File: src/rtl/rgmii_frame_tx.sv
// rtl/rgmii_frame_tx.sv - streaming Ethernet frame transmitter for RGMII TX oddr lanes (FCS via TX_FCS_EN)
module rgmii_frame_tx #(
  parameter int PREAMBLE_BYTES = 7,
  parameter int IFG_BYTES      = 12,
  parameter int MIN_BYTES      = 60,
  parameter int MAX_BYTES      = 1514,
  localparam int CW            = $clog2(MAX_BYTES + 1)
) (
  input  logic          i_clk,
  input  logic          i_rstn,
  input  logic [7:0]    i_data,
  input  logic          i_valid,
  input  logic          i_last,
  output logic          o_ready,
  output logic [7:0]    o_txd,
  output logic          o_txen,
  output logic          o_txer,
  output logic          o_busy,
  output logic          o_done,
  output logic          o_err,
  output logic [CW-1:0] o_len
);

  localparam logic [7:0]    PRE_LOAD = 8'(PREAMBLE_BYTES);
  // IDLE supplies the final gap byte, so IFG itself runs one cycle short
  localparam logic [7:0]    IFG_LOAD = 8'(IFG_BYTES - 1);
  localparam bit            IFG_SKIP = (IFG_BYTES == 1);
  localparam logic [CW-1:0] MIN_L    = CW'(MIN_BYTES);
  localparam logic [CW-1:0] MAX_L    = CW'(MAX_BYTES);

  typedef enum logic [3:0] {
    S_IDLE,
    S_PRE,
    S_SFD,
    S_DATA,
    S_PAD,
    S_ERR,
    S_DROP,
    S_IFG
`ifdef TX_FCS_EN
    , S_FCS
`endif
  } state_t;

  state_t          state_q, state_d;
  logic [7:0]      cnt_q, cnt_d;
  logic [CW-1:0]   len_q, len_d;
  logic [CW-1:0]   len_inc;
  logic [7:0]      txd_q, txd_d;
  logic            txen_q, txen_d;
  logic            txer_q, txer_d;
  logic            done_q, done_d;
  logic            err_q, err_d;
  logic            ready;
  logic            payload_end;
  logic            to_ifg;

`ifdef TX_FCS_EN
  logic [31:0]     crc_q, crc_d;
  logic [31:0]     fcs;

  // reflected CRC-32 (poly 0x04C11DB7 -> 0xEDB88320), one byte LSB first
  function automatic logic [31:0] crc_next(input logic [31:0] crc, input logic [7:0] din);
    logic [31:0] c;
    c = crc;
    for (int i = 0; i < 8; i++) begin
      c = (c[0] ^ din[i]) ? ((c >> 1) ^ 32'hEDB88320) : (c >> 1);
    end
    return c;
  endfunction

  assign fcs = ~crc_q;
`endif

  assign len_inc = len_q + CW'(1);

  // next-state, next-byte and pulse decode; the state names the byte loaded at the next edge
  always_comb begin
    state_d     = state_q;
    cnt_d       = cnt_q;
    len_d       = len_q;
    txd_d       = 8'h00;
    txen_d      = 1'b0;
    txer_d      = 1'b0;
    done_d      = 1'b0;
    err_d       = 1'b0;
    ready       = 1'b0;
    payload_end = 1'b0;
    to_ifg      = 1'b0;
`ifdef TX_FCS_EN
    crc_d       = crc_q;
`endif
    case (state_q)
      S_IDLE: begin
        if (i_valid) begin
          state_d = S_PRE;
          cnt_d   = PRE_LOAD;
        end
      end
      S_PRE: begin
        txd_d  = 8'h55;
        txen_d = 1'b1;
        cnt_d  = cnt_q - 8'd1;
        if (cnt_q == 8'd1) begin
          state_d = S_SFD;
        end
      end
      S_SFD: begin
        txd_d   = 8'hD5;
        txen_d  = 1'b1;
        len_d   = '0;
        state_d = S_DATA;
`ifdef TX_FCS_EN
        crc_d   = 32'hFFFFFFFF;
`endif
      end
      S_DATA: begin
        ready = 1'b1;
        if (i_valid) begin
          txd_d  = i_data;
          txen_d = 1'b1;
          len_d  = len_inc;
`ifdef TX_FCS_EN
          crc_d  = crc_next(crc_q, i_data);
`endif
          if (i_last) begin
            if (len_inc < MIN_L) begin
              state_d = S_PAD;
            end else begin
              payload_end = 1'b1;
            end
          end else if (len_inc == MAX_L) begin
            state_d = S_ERR;
          end
        end else begin
          // underrun: the error byte goes out on this edge so TX_EN never gaps
          txen_d = 1'b1;
          txer_d = 1'b1;
          err_d  = 1'b1;
          to_ifg = 1'b1;
        end
      end
      S_PAD: begin
        txen_d = 1'b1;
        len_d  = len_inc;
`ifdef TX_FCS_EN
        crc_d  = crc_next(crc_q, 8'h00);
`endif
        if (len_inc == MIN_L) begin
          payload_end = 1'b1;
        end
      end
`ifdef TX_FCS_EN
      S_FCS: begin
        txd_d  = fcs[{cnt_q[1:0], 3'b000} +: 8];
        txen_d = 1'b1;
        cnt_d  = cnt_q + 8'd1;
        if (cnt_q[1:0] == 2'd3) begin
          done_d = 1'b1;
          to_ifg = 1'b1;
        end
      end
`endif
      S_ERR: begin
        txen_d  = 1'b1;
        txer_d  = 1'b1;
        err_d   = 1'b1;
        state_d = S_DROP;
      end
      S_DROP: begin
        ready = 1'b1;
        if (i_valid && i_last) begin
          to_ifg = 1'b1;
        end
      end
      S_IFG: begin
        cnt_d = cnt_q - 8'd1;
        if (cnt_q == 8'd1) begin
          state_d = S_IDLE;
        end
      end
      default: begin
        state_d = S_IDLE;
      end
    endcase

    if (payload_end) begin
`ifdef TX_FCS_EN
      state_d = S_FCS;
      cnt_d   = 8'd0;
`else
      done_d  = 1'b1;
      to_ifg  = 1'b1;
`endif
    end

    if (to_ifg) begin
      state_d = IFG_SKIP ? S_IDLE : S_IFG;
      cnt_d   = IFG_LOAD;
    end
  end

  // state and registered outputs; reset drops TX_EN immediately mid-frame
  always_ff @(posedge i_clk or negedge i_rstn) begin
    if (!i_rstn) begin
      state_q <= S_IDLE;
      cnt_q   <= 8'd0;
      len_q   <= '0;
      txd_q   <= 8'h00;
      txen_q  <= 1'b0;
      txer_q  <= 1'b0;
      done_q  <= 1'b0;
      err_q   <= 1'b0;
`ifdef TX_FCS_EN
      crc_q   <= 32'hFFFFFFFF;
`endif
    end else begin
      state_q <= state_d;
      cnt_q   <= cnt_d;
      len_q   <= len_d;
      txd_q   <= txd_d;
      txen_q  <= txen_d;
      txer_q  <= txer_d;
      done_q  <= done_d;
      err_q   <= err_d;
`ifdef TX_FCS_EN
      crc_q   <= crc_d;
`endif
    end
  end

  assign o_ready = ready;
  assign o_txd   = txd_q;
  assign o_txen  = txen_q;
  assign o_txer  = txer_q;
  assign o_busy  = (state_q != S_IDLE);
  assign o_done  = done_q;
  assign o_err   = err_q;
  assign o_len   = len_q;

endmodule

File: config.mk
export PLATFORM = sky130hd
export DESIGN_NAME = rgmii_frame_tx
export DESIGN_NICKNAME = d
export VERILOG_FILES = /design/src/rtl/rgmii_frame_tx.sv
export SDC_FILE = /design/constraint.sdc
export NUM_CORES = 1
export LEC_CHECK = 0
export BUFFER_PORTS_ARGS = -buffer_cell sky130_fd_sc_hd__buf_2
export CORE_ASPECT_RATIO = 0.7
export CORE_UTILIZATION = 27
export DETAILED_ROUTE_END_ITERATION = 6
export SYNTH_ARGS = -nofsm -noshare
export SYNTH_HDL_FRONTEND = slang
export SYNTH_SLANG_ARGS = --single-unit
File: constraint.sdc
create_clock -name i_clk -period 3.48 [get_ports i_clk]
set_clock_uncertainty 0.2 [all_clocks]
set_input_delay 0.87 -clock i_clk [delete_from_list [all_inputs] [get_ports i_clk]]
set_output_delay 0.87 -clock i_clk [all_outputs]
set_load 0.01 [all_outputs]
### Word-level counts from Yosys, hierarchy flattened

Index checks and enable logic that the tools add are counted.

| word-level totals | value |
|---|---|
| flip-flop bits (word level) | 34 |
| output and inout bits | 25 |
| logic and storage cells | 69 |

| cells by class | value |
|---|---|
| add/sub/neg operators | 2 |
| magnitude comparators | 1 |
| equal/unequal tests | 18 |
| muxes and demuxes | 29 |
| reductions and logical operators | 12 |

Operators by type and width:

| operator | count |
|---|---|
| 11-bit case mux with 3 select lines | 1 |
| 4-bit 2-to-1 mux | 8 |
| 4-bit case mux with 7 select lines | 1 |
| 8-bit 2-to-1 mux | 3 |
| 8-bit case mux with 3 select lines | 1 |
| 4-bit by 3-bit == test with 1-bit output (second input constant) | 4 |
| 8-bit case mux with 2 select lines | 1 |
| 3-bit != test (second input constant) | 4 |
| 11-bit by 1-bit adder with 11-bit output (second input constant) | 1 |
| 11-bit == test (second input constant) | 1 |
| 11-bit by 6-bit == test with 1-bit output (second input constant) | 1 |
| 11-bit by 6-bit < comparator with 1-bit output (second input constant) | 1 |
| 11-bit 2-to-1 mux | 1 |
| 1-bit 2-to-1 mux | 10 |
| 4-bit by 2-bit == test with 1-bit output (second input constant) | 2 |
| 8-bit by 1-bit == test with 1-bit output (second input constant) | 1 |
| 4-bit != test (second input constant) | 2 |
| 8-bit by 1-bit subtractor with 8-bit output (second input constant) | 1 |
| 7-bit AND reduction | 1 |
| 1-bit case mux with 2 select lines | 3 |
| 3-bit nonzero test | 2 |
| 2-bit OR reduction | 3 |
| 5-bit OR reduction | 1 |
| 4-bit by 1-bit == test with 1-bit output (second input constant) | 1 |
| other kinds (6) | 7 |

### Longest topological paths before layout

| logic depth | value |
|---|---|
| depth in word-level cells | 9 |
| depth in mapped cells | 8 |

### Worst setup path before layout

Ideal clock, no wire load.

| path | value |
|---|---|
| kind | flip-flop to flip-flop |
| start | register len_q[0], in the netlist o_len[0] |
| end | register state_q[1] |
| library setup time | 0.124 ns |
| data arrival time | 2.316 ns |
| data required time | 3.156 ns |
| setup slack | 0.840 ns |
| stages on the path, launching flop included | 9 |
| path through | dfrtp_1 ha_1 and4_4 buf_6 and2_4 a311o_1 a211oi_4 o21ai_2 o31a_1 |

| on the way | value |
|---|---|
| word-level cells in the longest chain between the ends | 9 |
| elaborated cells on any way between the ends | 19 |
| those cells by class | add/sub (1); order compare (1); eq/ne (9); mux (7); reduce/logical (1) |

RTL lines:

| item | RTL line | source |
|---|---|---|
| from (decl) | 47 | `logic [CW-1:0] len_q, len_d;` |
| from (signal assigned) | 220 | `len_q <= len_d;` |
| 11-bit by 1-bit adder with 11-bit output (*) | 75 | `assign len_inc = len_q + CW'(1);` |
| 11-bit by 6-bit < comparator with 1-bit output | 127 | `if (len_inc < MIN_L) begin` |
| 1-bit 2-to-1 mux | 127 |  |
| 1-bit 2-to-1 mux | 126 | `if (i_last) begin` |
| 1-bit 2-to-1 mux | 119 | `if (i_valid) begin` |
| 1-bit case mux with 2 select lines | 93 | `case (state_q)` |
| 1-bit 2-to-1 mux | 187 | `if (payload_end) begin` |
| 4-bit != test (no source line), or another cell as far along | - |  |
| 7-bit AND reduction (no source line) | - |  |
| to (signal assigned) | 218 | `state_q <= state_d;` |
| to (decl) | 45 | `state_t state_q, state_d;` |

Mark *: on every way between the ends. The rest lies on a longest branch, timed or not.
A chain may end at the register's enable or synchronous reset.

### Worst setup path after layout

Same ends and word-level chain as after synthesis.

==> impl_metrics.yaml <==
run_status:
  status: "finished, final reports clean"
placed_design:
  post_dp_area_sq_um: 2290
  placedCellCount: 359
  dp_hpwl_um: 3680
  port-buffer-count: 36
  routabilityCongestion: 0.785
clocking:
  tritoncts.num_buffers: 5
  clockBufferDepth: 2
  cts-resized-gates: 0
  cts_setup_buffers: 0
  clock_insertion_delay_at_the_later_pin_of_the_skew_report_ns: 0.29
  clk_pin_slew_worst_paths_ns: 0.07
  count_of_hold_buffers_inserted_by_post_cts_repair: 0
  cts.htree.levels: 2
  tritoncts_clock_tree: "yes"
  clock-sinks: 33
  cts_root_buf: "clkbuf_8"
logic_synthesis:
  synth_ff_type: "dfrtp_1"
  synth.area.top_cells: "dfrtp_1 40%, nor2_1 5.4%, o21ai_0 3.9%"
  ys.warnings.count: 0
  avgSynthCellArea_sq_um: 8.65
  synthMostInstantiatedCell: "dfrtp_1"
  mappedNetlistNets: 256
  ys_async_sr_fraction_pct: 100
  synth-seq-area-share_pct: 39.9
  synth.top_cells.by_count: "33 x dfrtp_1, 30 x nor2_1, 16 x nand2_1, 16 x o21ai_0"
  synth_edf_count: 0
  synth_cells: 239
  syn_area_sq_um: 2070
  synth.distinct_cells: 54
  synth_top_cell_by_area: "dfrtp_1"
  synth_seq_cells: 33
  synth_top_cell_area_share_pct: 39.9
global_route:
  grt_antenna_before_repair: 0
  grt_first_pass_wirelength_um: 8250
  grt_overflow_total: 0
  first_global_vias: 1636
  grt_start_max_net_pins: 34
  global_route.usage.total_pct: 13.3
timing:
  worst-slew-pin-transition_ns: 0.861
  setup_viol_count_final: 0
  final-hold-violation-count: 0
  timing.slew.headroom_pct: 42.2
  totalNegativeSetupSlack_ns: 0
  timing.final.max_slew_violations: 0
  period_minus_slack_ns: 2.73
  rsz_0062_raised_after_global_routing: "no"
  period_share_pct: 78.4
  fmax_mhz: 366
final_layout:
  area_delta_synth_final_pct: 16.5
  final_util_pct: 32.8
  post-route-cell-area_sq_um: 2410
  finish.net_count: 285
  fillerInstances: 794
  layout-drive-gt1-share_pct: 18.2
  antenna_diode_count: 0
  final_cells: 367
floorplanning:
  initial_utilization_pct: 28.1
  design.portCount: 37
  die_outline_area_sq_um: 8020
  die_width_um: 107
  coreArea_sq_um: 7350
  die_height_um: 75.2
  number_of_placement_rows: 26
worst_hold_path:
  min-delay-path-class: "flop to flop"
  whs_path_depth: 2
  hold_path.startpoint: "cnt_q[4]$_DFFE_PN0P_"
  min_delay_worst_endpoint: "cnt_q[4]$_DFFE_PN0P_"
power:
  clock_power_share_pct: 21.6
  p_comb_share_pct: 41.5
  power_density_cells_nw_per_um2: 727
  sw_frac_of_total_pct: 41.8
  power.share.sequential_pct: 36.9
  vdd_drop_max_v: 0.000218
  power.net_switching_w: 0.000733
  p_leak_nw: 1.09
  internal_power_w: 0.00102
detailed_routing:
  drt-vias-per-instance: 5.10
  detailedRoute.firstPassIterationCount: 4
  drt_first_iter_violations: 151
  drt_drc_violations_left: 0
  detailroute.via_count: 1871
  wl_um: 5170
  antenna_viol_nets_final: 0
  drt-wirelength-per-cell_um: 14.1
setup_path:
  slack_of_the_worst_reg_to_reg_path_ns: 0.75
  timing.setup.critical_path_class: "flop to flop"
  critPathMaxStageDelay_ns: 0.46
  critical-path-slowest-cell: "dfrtp_1"
  critical_path.reg2reg.startpoint: "o_len[0]$_DFFE_PN0P_"
  worst_setup_path_start_kind: "flop"
  reg2reg_depth: 7
  cpLargestDelayFamily: "compound AO/OA/AOI/OAI gates"
  r2r-end: "state_q[1]$_DFFE_PN0P_"
  timing.critical_path.required_ns: 3.46
  cp.arrival_ns: 2.71
  timing.critical_path.to_type: "flop"
  timing.critical_path.fanout_max: 8
  critical_path_buf_inv_count: 0
  timing.critical_path.cells: "ha_1, and4_4, and2_4, a311o_1, a211oi_4, o21ai_2, o31a_1"
flow_run:
  drv.max_cap_violation_count: 0
-- stage by stage --
| stage | power (W) | setup WS [ns] | hold slack, ns |
|---|---|---|---|
| 6_report | 0.00175 | 0.751 | 0.391 |
| 5_1_grt | 0.00190 | 0.618 | 0.441 |
| 4_1_cts | 0.00177 | 0.741 | 0.403 |
| 3_5_place_dp | 0.00137 | 0.594 | 0.393 |
| 3_3_place_gp | 0.00137 | 0.667 | 0.381 |
| 2_1_floorplan | 0.00116 | 0.840 | 0.350 |
-- sequential cells by signal, indices dropped and copies added (netlist names) --
| register | flops |
|---|---|
| o_err | 1 |
| state_q | 3 |
| o_len | 11 |
| o_done | 1 |
| o_txen | 1 |
| cnt_q | 8 |
| o_txd | 8 |
-- power by group through the flow --
stage | combinational, W | clock [W] | sequential (W)
after floorplan | 0.000561 | 0 | 0.000596
after global placement | 0.000723 | 0 | 0.000651
after detailed placement | 0.000721 | 0 | 0.000653
after CTS | 0.000729 | 0.000392 | 0.000646
after global routing | 0.000823 | 0.000406 | 0.000671
final | 0.000726 | 0.000379 | 0.000647
-- cells in the final DEF, fill, tap and decap left out, types with 2 or more instances in the layout --
cell and instances:
nor4_1 2, or3_1 2, dfrtp_1 33, o31a_1 3, nand2_1 16, nor3_1 12, nand4_1 3, o21ai_0 16
and2_1 4, and3_1 4, buf_2 36, a31oi_1 4, a21oi_1 10, nor2_1 30, nor2b_1 2, and4_1 2
nand2b_1 5, a22oi_1 2, o41ai_1 2, a311oi_1 2, clkbuf_8 6, o31ai_1 4, inv_1 12, a21boi_0 4
o22ai_1 4, xnor2_1 7, a211oi_1 2, xor2_1 5, nand3_1 5, ha_1 5
-- kinds of logic (layout without fill, tap and decap cells) --
| family | Yosys count | count (layout) | synth area share [%] |
|---|---|---|---|
| simple gates | 92 | 92 | 22.0 |
| xor+xnor | 12 | 12 | 5.08 |
| buf+inv | 27 | 57 | 6.29 |
| compound gates | 69 | 69 | 23.2 |
| fa+ha+maj | 5 | 5 | 3.02 |
| flops | 33 | 33 | 39.9 |
| mux | 1 | 1 | 0.484 |
-- how the worst max path moves through the flow --
stage | startpoint | to | slack [ns] | cells past startpoint
floorplan | o_len[0]$_DFFE_PN0P_ | state_q[1]$_DFFE_PN0P_ | 0.84 | 8
global placement | i_valid | cnt_q[4]$_DFFE_PN0P_ | 0.67 | 6
detailed placement | i_valid | cnt_q[4]$_DFFE_PN0P_ | 0.59 | 6
CTS | o_len[0]$_DFFE_PN0P_ | state_q[1]$_DFFE_PN0P_ | 0.74 | 7
global route | o_len[0]$_DFFE_PN0P_ | state_q[1]$_DFFE_PN0P_ | 0.62 | 7
finish | o_len[0]$_DFFE_PN0P_ | state_q[1]$_DFFE_PN0P_ | 0.75 | 7
-- area by class of cell --
class / count / area, sq um / share of cell area, %
Multi-Input combinational cell: 179 / 1110 / 46.2
Sequential cell: 33 / 826 / 34.3
Timing Repair Buffer: 37 / 188 / 7.79
Tap cell: 98 / 123 / 5.09
Clock buffer: 7 / 86.3 / 3.58
Inverter: 12 / 45.0 / 1.87
Clock inverter: 1 / 30.0 / 1.25
-- worst min-delay path: cells and delay by family (launching register included) --
family,cells,cell delay [ns]
xor+xnor,1,0.14
flops,1,0.35
simple gates,1,0.06
-- routing by layer --
layer / GRT usage (%) / part of all wire, % / vias to the layer above
li1: - / - / 916
met5: 0 / 0 / -
met2: 17.9 / 40 / 57
met4: 4.41 / 1.1 / 0
met1: 19.8 / 52 / 890
met3: 4.16 / 7.1 / 8
Power figures use the tool's default switching activity.
